## src/rtl/change_dispense_sequencer_if.sv

```systemverilog
// Coin-return bus: request side from the balance logic, eject handshake
// to the coin hopper, and the per-dispense status/count reporting.
interface change_dispense_sequencer_if #(
  parameter int TUBE_W = 5
);
  logic              start;
  logic [8:0]        amount;
  logic [TUBE_W-1:0] tube_q;
  logic [TUBE_W-1:0] tube_d;
  logic [TUBE_W-1:0] tube_n;
  logic              eject_req;
  logic [1:0]        eject_sel;
  logic              eject_ack;
  logic              busy;
  logic              done;
  logic              short;
  logic              fault;
  logic [8:0]        shortfall;
  logic [TUBE_W-1:0] quarter_o;
  logic [TUBE_W-1:0] dime_o;
  logic [TUBE_W-1:0] nickel_o;

  // Environment side: balance logic plus hopper.
  modport master (
    output start, amount, tube_q, tube_d, tube_n, eject_ack,
    input  eject_req, eject_sel, busy, done, short, fault, shortfall,
           quarter_o, dime_o, nickel_o
  );

  // Sequencer side.
  modport slave (
    input  start, amount, tube_q, tube_d, tube_n, eject_ack,
    output eject_req, eject_sel, busy, done, short, fault, shortfall,
           quarter_o, dime_o, nickel_o
  );
endinterface

```

## src/rtl/change_dispense_sequencer.sv

```systemverilog
// Change dispense sequencer: greedy, inventory-aware coin return with one
// eject request at a time, an ack timeout and a solenoid recovery gap.
//
//   state  | meaning
//   IDLE   | waiting for start; status of last dispense held
//   SELECT | pick largest usable coin for remaining amount
//   EJECT  | eject_req high, waiting for hopper ack (timed)
//   GAP    | solenoid recovery, eject_req low
//   DONE   | one-cycle done pulse, then back to IDLE
module change_dispense_sequencer #(
  parameter int GAP_CYCLES  = 4,
  parameter int ACK_TIMEOUT = 1000,
  parameter int TUBE_W      = 5
) (
  input  logic                          clk,
  input  logic                          rst,
  change_dispense_sequencer_if.slave    bus
);

  localparam int TMR_MAX = (ACK_TIMEOUT > GAP_CYCLES) ? ACK_TIMEOUT : GAP_CYCLES;
  localparam int TMR_W   = $clog2(TMR_MAX) + 1;
  localparam logic [TMR_W-1:0] ACK_LAST = TMR_W'(ACK_TIMEOUT - 1);
  localparam logic [TMR_W-1:0] GAP_LAST = TMR_W'(GAP_CYCLES - 1);

  localparam logic [1:0] SEL_NONE = 2'b00;
  localparam logic [1:0] SEL_N    = 2'b01;
  localparam logic [1:0] SEL_D    = 2'b10;
  localparam logic [1:0] SEL_Q    = 2'b11;

  typedef enum logic [2:0] {
    IDLE   = 3'd0,
    SELECT = 3'd1,
    EJECT  = 3'd2,
    GAP    = 3'd3,
    DONE   = 3'd4
  } state_t;

  state_t            state_q, state_d;
  logic [8:0]        remaining;
  logic [TUBE_W-1:0] q_cp, d_cp, n_cp;
  logic [TUBE_W-1:0] q_cnt, d_cnt, n_cnt;
  logic [TMR_W-1:0]  timer;
  logic [1:0]        sel_q;
  logic [1:0]        pick;
  logic [8:0]        coin_val;
  logic              short_q, fault_q;
  logic [8:0]        shortfall_q;

  // Greedy coin choice, largest denomination first, no backtracking.
  always_comb begin
    pick = SEL_NONE;
    if (remaining >= 9'd25 && q_cp != '0)
      pick = SEL_Q;
    else if (remaining >= 9'd10 && d_cp != '0)
      pick = SEL_D;
    else if (remaining >= 9'd5 && n_cp != '0)
      pick = SEL_N;
  end

  // Cent value of the coin currently being ejected.
  always_comb begin
    coin_val = 9'd0;
    case (sel_q)
      SEL_Q:   coin_val = 9'd25;
      SEL_D:   coin_val = 9'd10;
      SEL_N:   coin_val = 9'd5;
      default: coin_val = 9'd0;
    endcase
  end

  // State register; reset forces IDLE so eject_req drops immediately.
  always_ff @(posedge clk or negedge rst) begin
    if (!rst) state_q <= IDLE;
    else      state_q <= state_d;
  end

  // Next-state logic; ack beats a coincident timeout.
  always_comb begin
    state_d = state_q;
    case (state_q)
      IDLE:    if (bus.start) state_d = SELECT;
      SELECT:  state_d = (pick != SEL_NONE) ? EJECT : DONE;
      EJECT: begin
        if (bus.eject_ack)       state_d = GAP;
        else if (timer == ACK_LAST) state_d = DONE;
      end
      GAP:     if (timer == GAP_LAST) state_d = SELECT;
      DONE:    state_d = IDLE;
      default: state_d = IDLE;
    endcase
  end

  // Datapath: amount/tube capture, coin accounting, timer and status.
  always_ff @(posedge clk or negedge rst) begin
    if (!rst) begin
      remaining   <= '0;
      q_cp        <= '0;
      d_cp        <= '0;
      n_cp        <= '0;
      q_cnt       <= '0;
      d_cnt       <= '0;
      n_cnt       <= '0;
      timer       <= '0;
      sel_q       <= SEL_NONE;
      short_q     <= 1'b0;
      fault_q     <= 1'b0;
      shortfall_q <= '0;
    end else begin
      case (state_q)
        IDLE: begin
          if (bus.start) begin
            remaining   <= bus.amount;
            q_cp        <= bus.tube_q;
            d_cp        <= bus.tube_d;
            n_cp        <= bus.tube_n;
            q_cnt       <= '0;
            d_cnt       <= '0;
            n_cnt       <= '0;
            timer       <= '0;
            short_q     <= 1'b0;
            fault_q     <= 1'b0;
            shortfall_q <= '0;
          end
        end
        SELECT: begin
          timer <= '0;
          if (pick != SEL_NONE) begin
            sel_q <= pick;
          end else if (remaining != 9'd0) begin
            short_q     <= 1'b1;
            shortfall_q <= remaining;
          end
        end
        EJECT: begin
          if (bus.eject_ack) begin
            // Selection guaranteed remaining >= coin_val and copy > 0.
            remaining <= remaining - coin_val;
            timer     <= '0;
            case (sel_q)
              SEL_Q: begin
                q_cp  <= q_cp - TUBE_W'(1);
                q_cnt <= q_cnt + TUBE_W'(1);
              end
              SEL_D: begin
                d_cp  <= d_cp - TUBE_W'(1);
                d_cnt <= d_cnt + TUBE_W'(1);
              end
              SEL_N: begin
                n_cp  <= n_cp - TUBE_W'(1);
                n_cnt <= n_cnt + TUBE_W'(1);
              end
              default: ;
            endcase
          end else if (timer == ACK_LAST) begin
            fault_q     <= 1'b1;
            shortfall_q <= remaining;
            timer       <= '0;
          end else begin
            timer <= timer + TMR_W'(1);
          end
        end
        GAP:     timer <= timer + TMR_W'(1);
        default: ;
      endcase
    end
  end

  assign bus.eject_req = (state_q == EJECT);
  assign bus.eject_sel = (state_q == EJECT || state_q == GAP) ? sel_q : SEL_NONE;
  assign bus.busy      = (state_q != IDLE);
  assign bus.done      = (state_q == DONE);
  assign bus.short     = short_q;
  assign bus.fault     = fault_q;
  assign bus.shortfall = shortfall_q;
  assign bus.quarter_o = q_cnt;
  assign bus.dime_o    = d_cnt;
  assign bus.nickel_o  = n_cnt;

endmodule

```

## src/flat_wrapper.sv

```systemverilog
// flat-port wrapper written by rule: the top's interface ports become plain ports
module change_dispense_sequencer_flat 
#(
  parameter int GAP_CYCLES  = 4,
  parameter int ACK_TIMEOUT = 1000,
  parameter int TUBE_W      = 5
)
  (clk, rst, bus_start, bus_amount, bus_tube_q, bus_tube_d, bus_tube_n, bus_eject_ack, bus_eject_req, bus_eject_sel, bus_busy, bus_done, bus_short, bus_fault, bus_shortfall, bus_quarter_o, bus_dime_o, bus_nickel_o);
  change_dispense_sequencer_if #(.TUBE_W(TUBE_W)) bus_i ();
  input  logic clk;
  input  logic rst;
  input wire logic [$bits(bus_i.start)-1:0] bus_start;
  input wire logic [$bits(bus_i.amount)-1:0] bus_amount;
  input wire logic [$bits(bus_i.tube_q)-1:0] bus_tube_q;
  input wire logic [$bits(bus_i.tube_d)-1:0] bus_tube_d;
  input wire logic [$bits(bus_i.tube_n)-1:0] bus_tube_n;
  input wire logic [$bits(bus_i.eject_ack)-1:0] bus_eject_ack;
  output wire logic [$bits(bus_i.eject_req)-1:0] bus_eject_req;
  output wire logic [$bits(bus_i.eject_sel)-1:0] bus_eject_sel;
  output wire logic [$bits(bus_i.busy)-1:0] bus_busy;
  output wire logic [$bits(bus_i.done)-1:0] bus_done;
  output wire logic [$bits(bus_i.short)-1:0] bus_short;
  output wire logic [$bits(bus_i.fault)-1:0] bus_fault;
  output wire logic [$bits(bus_i.shortfall)-1:0] bus_shortfall;
  output wire logic [$bits(bus_i.quarter_o)-1:0] bus_quarter_o;
  output wire logic [$bits(bus_i.dime_o)-1:0] bus_dime_o;
  output wire logic [$bits(bus_i.nickel_o)-1:0] bus_nickel_o;
  assign bus_i.start = bus_start;
  assign bus_i.amount = bus_amount;
  assign bus_i.tube_q = bus_tube_q;
  assign bus_i.tube_d = bus_tube_d;
  assign bus_i.tube_n = bus_tube_n;
  assign bus_i.eject_ack = bus_eject_ack;
  assign bus_eject_req = bus_i.eject_req;
  assign bus_eject_sel = bus_i.eject_sel;
  assign bus_busy = bus_i.busy;
  assign bus_done = bus_i.done;
  assign bus_short = bus_i.short;
  assign bus_fault = bus_i.fault;
  assign bus_shortfall = bus_i.shortfall;
  assign bus_quarter_o = bus_i.quarter_o;
  assign bus_dime_o = bus_i.dime_o;
  assign bus_nickel_o = bus_i.nickel_o;
  change_dispense_sequencer #(.GAP_CYCLES(GAP_CYCLES), .ACK_TIMEOUT(ACK_TIMEOUT), .TUBE_W(TUBE_W)) u_core (.clk(clk), .rst(rst), .bus(bus_i));
endmodule
```

## config.mk

```make
export PLATFORM = sky130hd
export DESIGN_NAME = change_dispense_sequencer_flat
export DESIGN_NICKNAME = d
export VERILOG_FILES = /design/src/rtl/change_dispense_sequencer_if.sv /design/src/rtl/change_dispense_sequencer.sv /design/src/flat_wrapper.sv
export SDC_FILE = /design/constraint.sdc
export NUM_CORES = 1
export LEC_CHECK = 0
export CAP_MARGIN = 20
export CORE_UTILIZATION = 58
export CTS_CLUSTER_DIAMETER = 60
export DETAILED_ROUTE_END_ITERATION = 16
export PLACE_DENSITY = 0.85
export SETUP_SLACK_MARGIN = 0.4
export SYNTH_ARGS = -nofsm -noshare
export SYNTH_HDL_FRONTEND = slang
export SYNTH_SLANG_ARGS = --single-unit
export TNS_END_PERCENT = 20
```

## constraint.sdc

```tcl
create_clock -name clk -period 3.9 [get_ports clk]
set_input_delay 0.78 -clock clk [delete_from_list [all_inputs] [get_ports clk]]
set_output_delay 0.78 -clock clk [all_outputs]
set_load 0.005 [all_outputs]
```

Word level (Yosys, flattened, before mapping)
Cells that the tools add are included.
{"block": "classes", "n_addsub": 8, "order_cmp": 3, "eq_ne": 20, "muxes": 53, "reduce_logical": 25}
{"operator": "2-to-1 mux 5 bit", "n": 16}
{"operator": "2-to-1 mux 9 bit", "n": 7}
{"operator": "one-hot mux 5 bit (2 select lines)", "n": 6}
{"operator": "one-hot mux 11 bit (4 select lines)", "n": 1}
{"operator": "2-to-1 mux 11 bit", "n": 3}
{"operator": "one-hot mux 9 bit (3 select lines)", "n": 1}
{"operator": "AND reduction 4 bit", "n": 5}
{"operator": "one-hot mux 9 bit (2 select lines)", "n": 1}
{"operator": "adder 5 x 1 -> 5 bit, second input constant", "n": 3}
{"operator": "2-to-1 mux 3 bit", "n": 5}
{"operator": "one-hot mux 5 bit (3 select lines)", "n": 1}
{"operator": "nonzero test 5 bit", "n": 3}
{"operator": "subtractor 5 x 1 -> 5 bit, second input constant", "n": 3}
{"operator": "!= test 2 x 1 -> 1 bit, second input constant", "n": 6}
{"operator": "one-hot mux 3 bit (4 select lines)", "n": 1}
{"operator": "adder 11 x 1 -> 11 bit, second input constant", "n": 1}
{"operator": "== test 11 x 10 -> 1 bit, second input constant", "n": 1}
{"operator": "== test 11 x 2 -> 1 bit, second input constant", "n": 1}
{"operator": ">= comparator 9 x 3 -> 1 bit, second input constant", "n": 1}
{"operator": ">= comparator 9 x 4 -> 1 bit, second input constant", "n": 1}
{"operator": ">= comparator 9 x 5 -> 1 bit, second input constant", "n": 1}
{"operator": "nonzero test 9 bit", "n": 1}
{"operator": "subtractor 9 x 5 -> 9 bit", "n": 1}
{"operator": "!= test 2 bit, second input constant", "n": 4}
{"operator": "other kinds (18)", "n": 35}
{"block": "word_totals", "register_bits": 66, "in_bits": 28, "output_inout_bits": 31, "wordCells": 122}

Depth between registers and ports, before layout
Gate-level depths: netlist of the first run.
{"block": "depth", "word_depth": 8, "depth_mapped": 9, "depth_no_buf": 9}

Worst setup path before layout of the first run
Ideal clock, no wire load.
{"block": "synth_timing", "kind": "reg-to-reg", "from": "register u_core.sel_q[0]", "to": "register u_core.remaining[8]", "setup_time_ns": 0.124, "arrival_time_ns": 2.041, "t_required_ns": 3.776, "setup_slack_ns": 1.735, "stages_incl_launch_ff": 9, "n_path_buf": 0, "period_less_slack_ns": 2.165, "cell_sequence": "dfrtp_1 -> ha_1 -> fa_1 -> nor2b_1 -> o21ai_0 -> a21boi_0 -> nor3_1 -> a32o_1 -> a211o_1"}
{"block": "synth_between", "elab_chain_len": 5, "word_cells_on_any_way": 7, "classes_between": "1 x add/sub; 3 x eq/ne; 3 x mux"}
{"element": "start: declaration", "line": "change_dispense_sequencer.sv:43", "text": "logic [1:0] sel_q;"}
{"element": "start signal: assignment", "line": "change_dispense_sequencer.sv:128", "text": "sel_q <= pick;"}
{"element": "== test 2 x 1 -> 1 bit or == test 2 bit (tied branches)", "line": "change_dispense_sequencer.sv:63", "text": "case (sel_q)"}
{"element": "one-hot mux 5 bit (3 select lines) *", "line": "change_dispense_sequencer.sv:63"}
{"element": "subtractor 9 x 5 -> 9 bit *", "line": "change_dispense_sequencer.sv:137", "text": "remaining <= remaining - coin_val;"}
{"element": "2-to-1 mux 9 bit *", "line": "change_dispense_sequencer.sv:135", "text": "if (bus.eject_ack) begin"}
{"element": "one-hot mux 9 bit (2 select lines) *", "line": "change_dispense_sequencer.sv:109", "text": "case (state_q)"}
{"element": "end signal: assignment", "line": "change_dispense_sequencer.sv:112", "text": "remaining <= bus.amount;"}
{"element": "end signal: assignment", "line": "change_dispense_sequencer.sv:137"}
{"element": "end: declaration", "line": "change_dispense_sequencer.sv:39", "text": "logic [8:0] remaining;"}
Mark *: on every way between the ends. The rest lies on a longest branch, timed or not. The select of a mux whose other input is x is not followed.
A chain may end at the register's enable or synchronous reset.

Final worst setup path of the first run
{"block": "layout_timing", "from": "register u_core.state_q[1]", "to": "output port bus_eject_req"}
{"block": "layout_between", "elab_chain_len": 1}
{"element": "start: declaration", "line": "change_dispense_sequencer.sv:38", "text": "state_t state_q, state_d;"}
{"element": "start signal: assignment", "line": "change_dispense_sequencer.sv:74", "text": "else state_q <= state_d;"}
{"element": "== test 3 x 2 -> 1 bit", "line": "change_dispense_sequencer.sv:168", "text": "assign bus.eject_req = (state_q == EJECT);"}
{"element": "end: declaration", "line": "flat_wrapper.sv:18", "text": "output wire logic [$bits(bus_i.eject_req)-1:0] bus_eject_req;"}
No other way between the ends.

==> metrics.txt, run 1 <==
CTS max path bufs 2; Die X 82.2 µm; crit end category primary output; H-tree depth 3; setup TNS 0 ps; CP Launch Type register; via count 3,326; post-layout min period 2680 ps; num rows 28; endpoints failing setup 0; CP startpoint u_core.state_q[1]; P&R area growth vs syn 22.1%; register area share after synthesis 44.3%; clock sink count 66; Leak Pwr 2.00 nW; worst r2r src u_core.sel_q[1]; syn avg cell area 8.93 µm²; Finished Core Util 75.2%; Die H 82.2 µm; commonest cells in the netlist dfrtp_1, nor2_1, nand2_1; Final nets 522; largest area contributor in the netlist dfrtp_1; Setup Crit Path Kind reg -> out; cell with the most instances after synthesis dfrtp_1; Yosys cell types 62; Worst Path Arrival 1900 ps; fin worst setup slack 1220 ps; RSZ-0062 raised after global routing false; DRT Pass-1 Iters 6; PortBufs 58; share of layout cells above drive strength 1 7.04%; Syn. warnings 0; fillers 432; PostCTS Resize Cnt 0; TritonCTS Buffers 9; synthesized instance count 418; Worst VDD drop 0.000429 V; top cells by area, synth dfrtp_1, nor2_1, ha_1; Post-Syn Area 3730 µm²; drt total wl 8.95 mm; Hold Violations, Final 0; #FFs+latches synth 66; clk_lat worst skew 350 ps; clock root cell clkbuf_8; post-route clock period utilization 68.7%; R2R setup slack 1330 ps; max reg flops 11; IO Pins 59; Area after DPL 4380 µm²; max_slew headroom 45.1%; largest net degree at the start of global routing 46; DRC errors left 0; max-cap viol count 0; gr ovfl total 0; EDFF count, synth 0; Initial Utilization 61.6%; Syn Nets 461; via/cell ratio 5.96; Final ANT Viol Nets 0; number of global-route vias before repair 3,228; HPWL after detailed placement 6.23 mm; clock-pin slew on the worst setup and hold paths 70 ps; fmax 373 MHz; post-synth top area share 44.3%; first-pass GRT wire length 14.8 mm; pre-CTS WS 972 ps; main flop type after synthesis dfrtp_1; total die area 6760 µm²; worst r2r dst u_core.remaining[7]; GRT Total Usage 29.6%; dpl cells 543; Post-CTS Setup Bufs 0; worst-path fanout max 10; CP required 3120 ps; status completed; P per Cell Area 763 nW/µm²; initial antenna violation count 0; RePlAce Congestion 0.901; DRT iter0 DRCs 333; fin area 4560 µm²; final cell count without fillers 558; Worst Hold Class in -> async; worst-margin pin slew 823 ps; Hold-fix buffers, CTS 0; Inserted Diodes 0; clk_skew 12.1 ps; Max Slew Vio Count 0; routed length per instance 16.0 µm; CTS tree done; core box area 6060 µm²; reg2reg path depth 9; Synth async-reset ratio 100%; Reg with most FFs u_core.timer
==> kinds of logic after synthesis <==
logic type / Yosys count / synth area share [%]
multiplexers: 11 / 2.98
AO/OA/AOI/OAI: 87 / 14.4
flip-flops: 66 / 44.3
adder cells (fa/ha/maj): 15 / 5.23
XOR/XNOR: 16 / 3.75
buffers and inverters: 43 / 4.69
AND/OR/NAND/NOR: 180 / 24.6
==> power breakdown <==
part | internal, mW | leakage [nW] | total, mW | switching [mW]
registers | 0.911 | 0.854 | 1.19 | 0.281
logic | 0.785 | 1.06 | 1.77 | 0.984
clock network | 0.261 | 0.0855 | 0.514 | 0.253
total | 1.96 | 2.00 | 3.48 | 1.52
==> cell usage in the layout, fill, tap and decap left out, types with 3 or more instances in the layout <==
cell and n:
dfrtp_1 66, clkdlybuf4s50_1 57, nor2_1 49, nand2_1 43, inv_1 27, a21oi_1 22, o21ai_0 21, nor3_1 20
nand3_1 16, xor2_1 14, ha_1 14, clkbuf_8 11, mux2i_1 10, o21ai_1 10, nand4_1 9, buf_4 7
nor2b_1 6, and2_1 5, nor4b_1 5, a211oi_1 5, nor3b_1 4, and3_1 3, a21boi_0 3, a31oi_1 3
nor4_1 3
==> worst max-delay path: stages, from the launching register on <==
cell,delay (ps)
dfrtp_1,510
nor2b_1,310
nand2_2,120
inv_1,100
clkdlybuf4s50_1,510
==> cell type report <==
class / instances / area [µm²] / area share [%]
Clock buffer: 13 / 159 / 3.49
Sequential cell: 66 / 1650 / 36.3
Inverter: 28 / 105 / 2.31
Timing Repair Buffer: 65 / 628 / 13.8
Multi-Input combinational cell: 309 / 1910 / 41.8
Tap cell: 75 / 93.8 / 2.06
Clock inverter: 2 / 12.5 / 0.275
==> routing by layer <==
layer,vias up,GRT usage [%],share of wire [%]
li1,1578,-,-
met1,1580,38.1,42
met2,139,47.9,49
met3,29,4.95,5.8
met4,0,15.4,3.4
met5,-,0,0
==> through the flow <==
step	hold WS, ps	power, mW
after detailed placement	485	2.94
after global routing	547	3.76
after floorplan	465	2.36
final	488	3.48
after CTS	500	3.46
after global placement	481	2.85
==> worst max path at each step <==
stage,slack [ps],endpoint
finish,1220,bus_eject_req
global route,1120,u_core.remaining[7]
CTS,1200,bus_eject_req
detailed placement,970,u_core.remaining[5]
global placement,990,u_core.remaining[5]
floorplan,1730,u_core.remaining[8]
No activity file was read; power rests on OpenSTA's default activity.
==> inputs of run 2 (changes only) <==
Settings changed: CORE_UTILIZATION 58 to 49, PLACE_DENSITY 0.85 to 0.77.
Clock period 3.9 ns to 2.2 ns, I/O delays scaled along.
==> run 2 against run 1 <==
Effect of this change:
- the flow now finishes with violations (negative setup slack)
- cell count up 17%
- sequential share of layout area shrank 7.0 points
- largest power group unchanged
- critical path type is now reg -> reg
- worst setup slack worse by 1300 ps
- die area is 18% higher
==> metrics.txt, run 2 (synthesized netlist as in run 1, its figures left out) <==
clock root cell clkbuf_8; P per Cell Area 1500 nW/µm² (+97%); final cell count without fillers 651 (+17%); Hold Violations, Final 0 (unchanged); Max Slew Vio Count 0 (unchanged); HPWL after detailed placement 6.64 mm (+6.7%); Worst VDD drop 0.000572 V (+34%); max-cap viol count 0 (unchanged); Final ANT Viol Nets 0 (unchanged); fillers 447 (+3.5%); commonest non-fill, non-tap cell in the layout dfrtp_1; CP max stage delay 440 ps (-70 ps); initial antenna violation count 0 (unchanged); Final nets 590 (+13%); Worst Path Arrival 2530 ps (+630 ps); worst path cell trace nor2b_4, inv_1, ha_1, nor2b_1, o21ai_1, a21boi_2, o21a_1, or3b_1, nand3_2; setup TNS -44.3 ps (-44.3 ps); core box area 7290 µm² (+20%); share of layout cells above drive strength 1 30.6% (+24 points); sequential cell area 1650 µm² (+0.15%); failing checks negative setup slack; PortBufs 58 (unchanged); most frequent cells in the layout dfrtp_1, buf_4, clkdlybuf4s50_1; Multi-input gate area 2360 µm² (+24%); Finished Core Util 77.6% (+2.4 points); slowest CP cell dfrtp_1; dpl cells 600 (+10%); TritonCTS Buffers 9 (unchanged); first-pass GRT wire length 16.4 mm (+11%); clock sink count 66 (unchanged); DRT iter0 DRCs 240 (-28%); R2R setup slack -40 ps (-1370 ps); CTS tree done; clk_lat worst skew 360 ps (about the same); RSZ-0062 raised after global routing true; Total Power 8.50 mW (+140%); Hold-fix buffers, CTS 0 (unchanged); Leak Pwr 2.52 nW (+26%); Initial Utilization 51.2% (-10 points); worst-path fanout max 4 (-6); num rows 31 (+11%); P&R area growth vs syn 51.6%; Inserted Diodes 0 (unchanged); largest net degree at the start of global routing 46 (unchanged); CP Launch Type register; Setup Crit Path Kind reg -> reg; CP startpoint u_core.sel_q[1]; drt total wl 12.2 mm (+36%); worst r2r src u_core.sel_q[1]; Area after DPL 4710 µm² (+7.4%); CP required 2490 ps (-630 ps); RePlAce Congestion 0.862 (-4.4%); gr ovfl total 0 (unchanged); Die X 89.3 µm (+8.6%); fmax 446 MHz; CTS max path bufs 2 (unchanged); IO Pins 59 (unchanged); post-route clock period utilization 102%; max_slew headroom 65.6% (+21 points); crit end category register; post-layout min period 2240 ps; max reg flops 11 (unchanged); DRC errors left 0 (unchanged); clk_skew 12.0 ps (-0.0309 ps); DRT Pass-1 Iters 5 (-1); number of global-route vias before repair 3,544 (+9.8%); Worst Hold Class in -> async; Die H 89.3 µm (+8.6%); endpoints failing setup 1 (+1); via count 3,866 (+16%); via/cell ratio 5.94 (-0.37%); total die area 7970 µm² (+18%); reg2reg path depth 9 (unchanged); status finished, violations left; worst-margin pin slew 515 ps (-308 ps); fin worst setup slack -44.3 ps (-1260 ps); GRT Total Usage 27.4% (-2.2 points); routed length per instance 18.7 µm (+17%); Reg with most FFs u_core.timer; clock-pin slew on the worst setup and hold paths 80 ps (about the same); H-tree depth 3 (unchanged); fin area 5660 µm² (+24%)
run 2: cell types whose count changed in the layout (fill, tap and decap cells not counted), sizes merged:
cell	before	now
buf	8	77
clkdlybuf4s15	0	1
clkbuf	13	14
inv	28	27
dlymetal6s2s	0	3
bufinv	0	1
clkdlybuf4s50	57	52
run 2: worst paths after layout:
check	end
setup / recovery	u_core.remaining[5]
hold / removal	u_core.bus.shortfall[8]
min in group clk	u_core.bus.shortfall[4]
setup reg to reg	u_core.remaining[5]
max in group asynchronous	u_core.remaining[1]
hold reg to reg	u_core.bus.shortfall[4]
run 2: layout make-up:
cell class / instances / area share, %
Tap cell: 99 / 2.19
Multi-Input combinational cell: 309 / 41.7
Inverter: 28 / 2.01
Timing Repair Buffer: 133 / 21.4
Sequential cell: 66 / 29.2
Clock buffer: 14 / 2.87
Clock inverter: 2 / 0.619
run 2: metal layers:
metal / GRT usage [%] / vias up / part of all wire [%]
met5: 0 / - / 0
met4: 12.1 / 0 / 5.1
met3: 5.82 / 61 / 6.8
met2: 46.1 / 207 / 50
met1: 34.0 / 1870 / 38
li1: - / 1728 / -
run 2: repair_timing:
item                       CTS  global route
setup endpoints to repair   55            66
gates resized for setup     49            72
pin swaps                   11            38
gates cloned                 1             0
setup buffers               27             7
run 2: worst max-delay path, delay by kind of cell (launching register included):
| family | cells | cell delay (ps) |
|---|---|---|
| AOI/OAI and AO/OA | 3 | 540 |
| adders and majority gates | 1 | 260 |
| DFF | 1 | 440 |
| buffers and inverters | 1 | 50 |
| and+or+nand+nor | 4 | 870 |
run 2: metrics by stage:
| stage | setup slack [ps] | hold WS [ps] |
|---|---|---|
| 6_report | -44.3 | 11.8 |
| 5_1_grt | -126 | 36.5 |
| 4_1_cts | 128 | 42.9 |
| 3_5_place_dp | -193 | 414 |
| 3_3_place_gp | -153 | 395 |
| 2_1_floorplan | 228 | 144 |
run 2: power breakdown:
group | internal (mW) | leakage, nW | switching (mW)
sequential | 1.62 | 0.852 | 0.491
clock | 0.586 | 0.101 | 0.467
combinational | 2.59 | 1.57 | 2.74
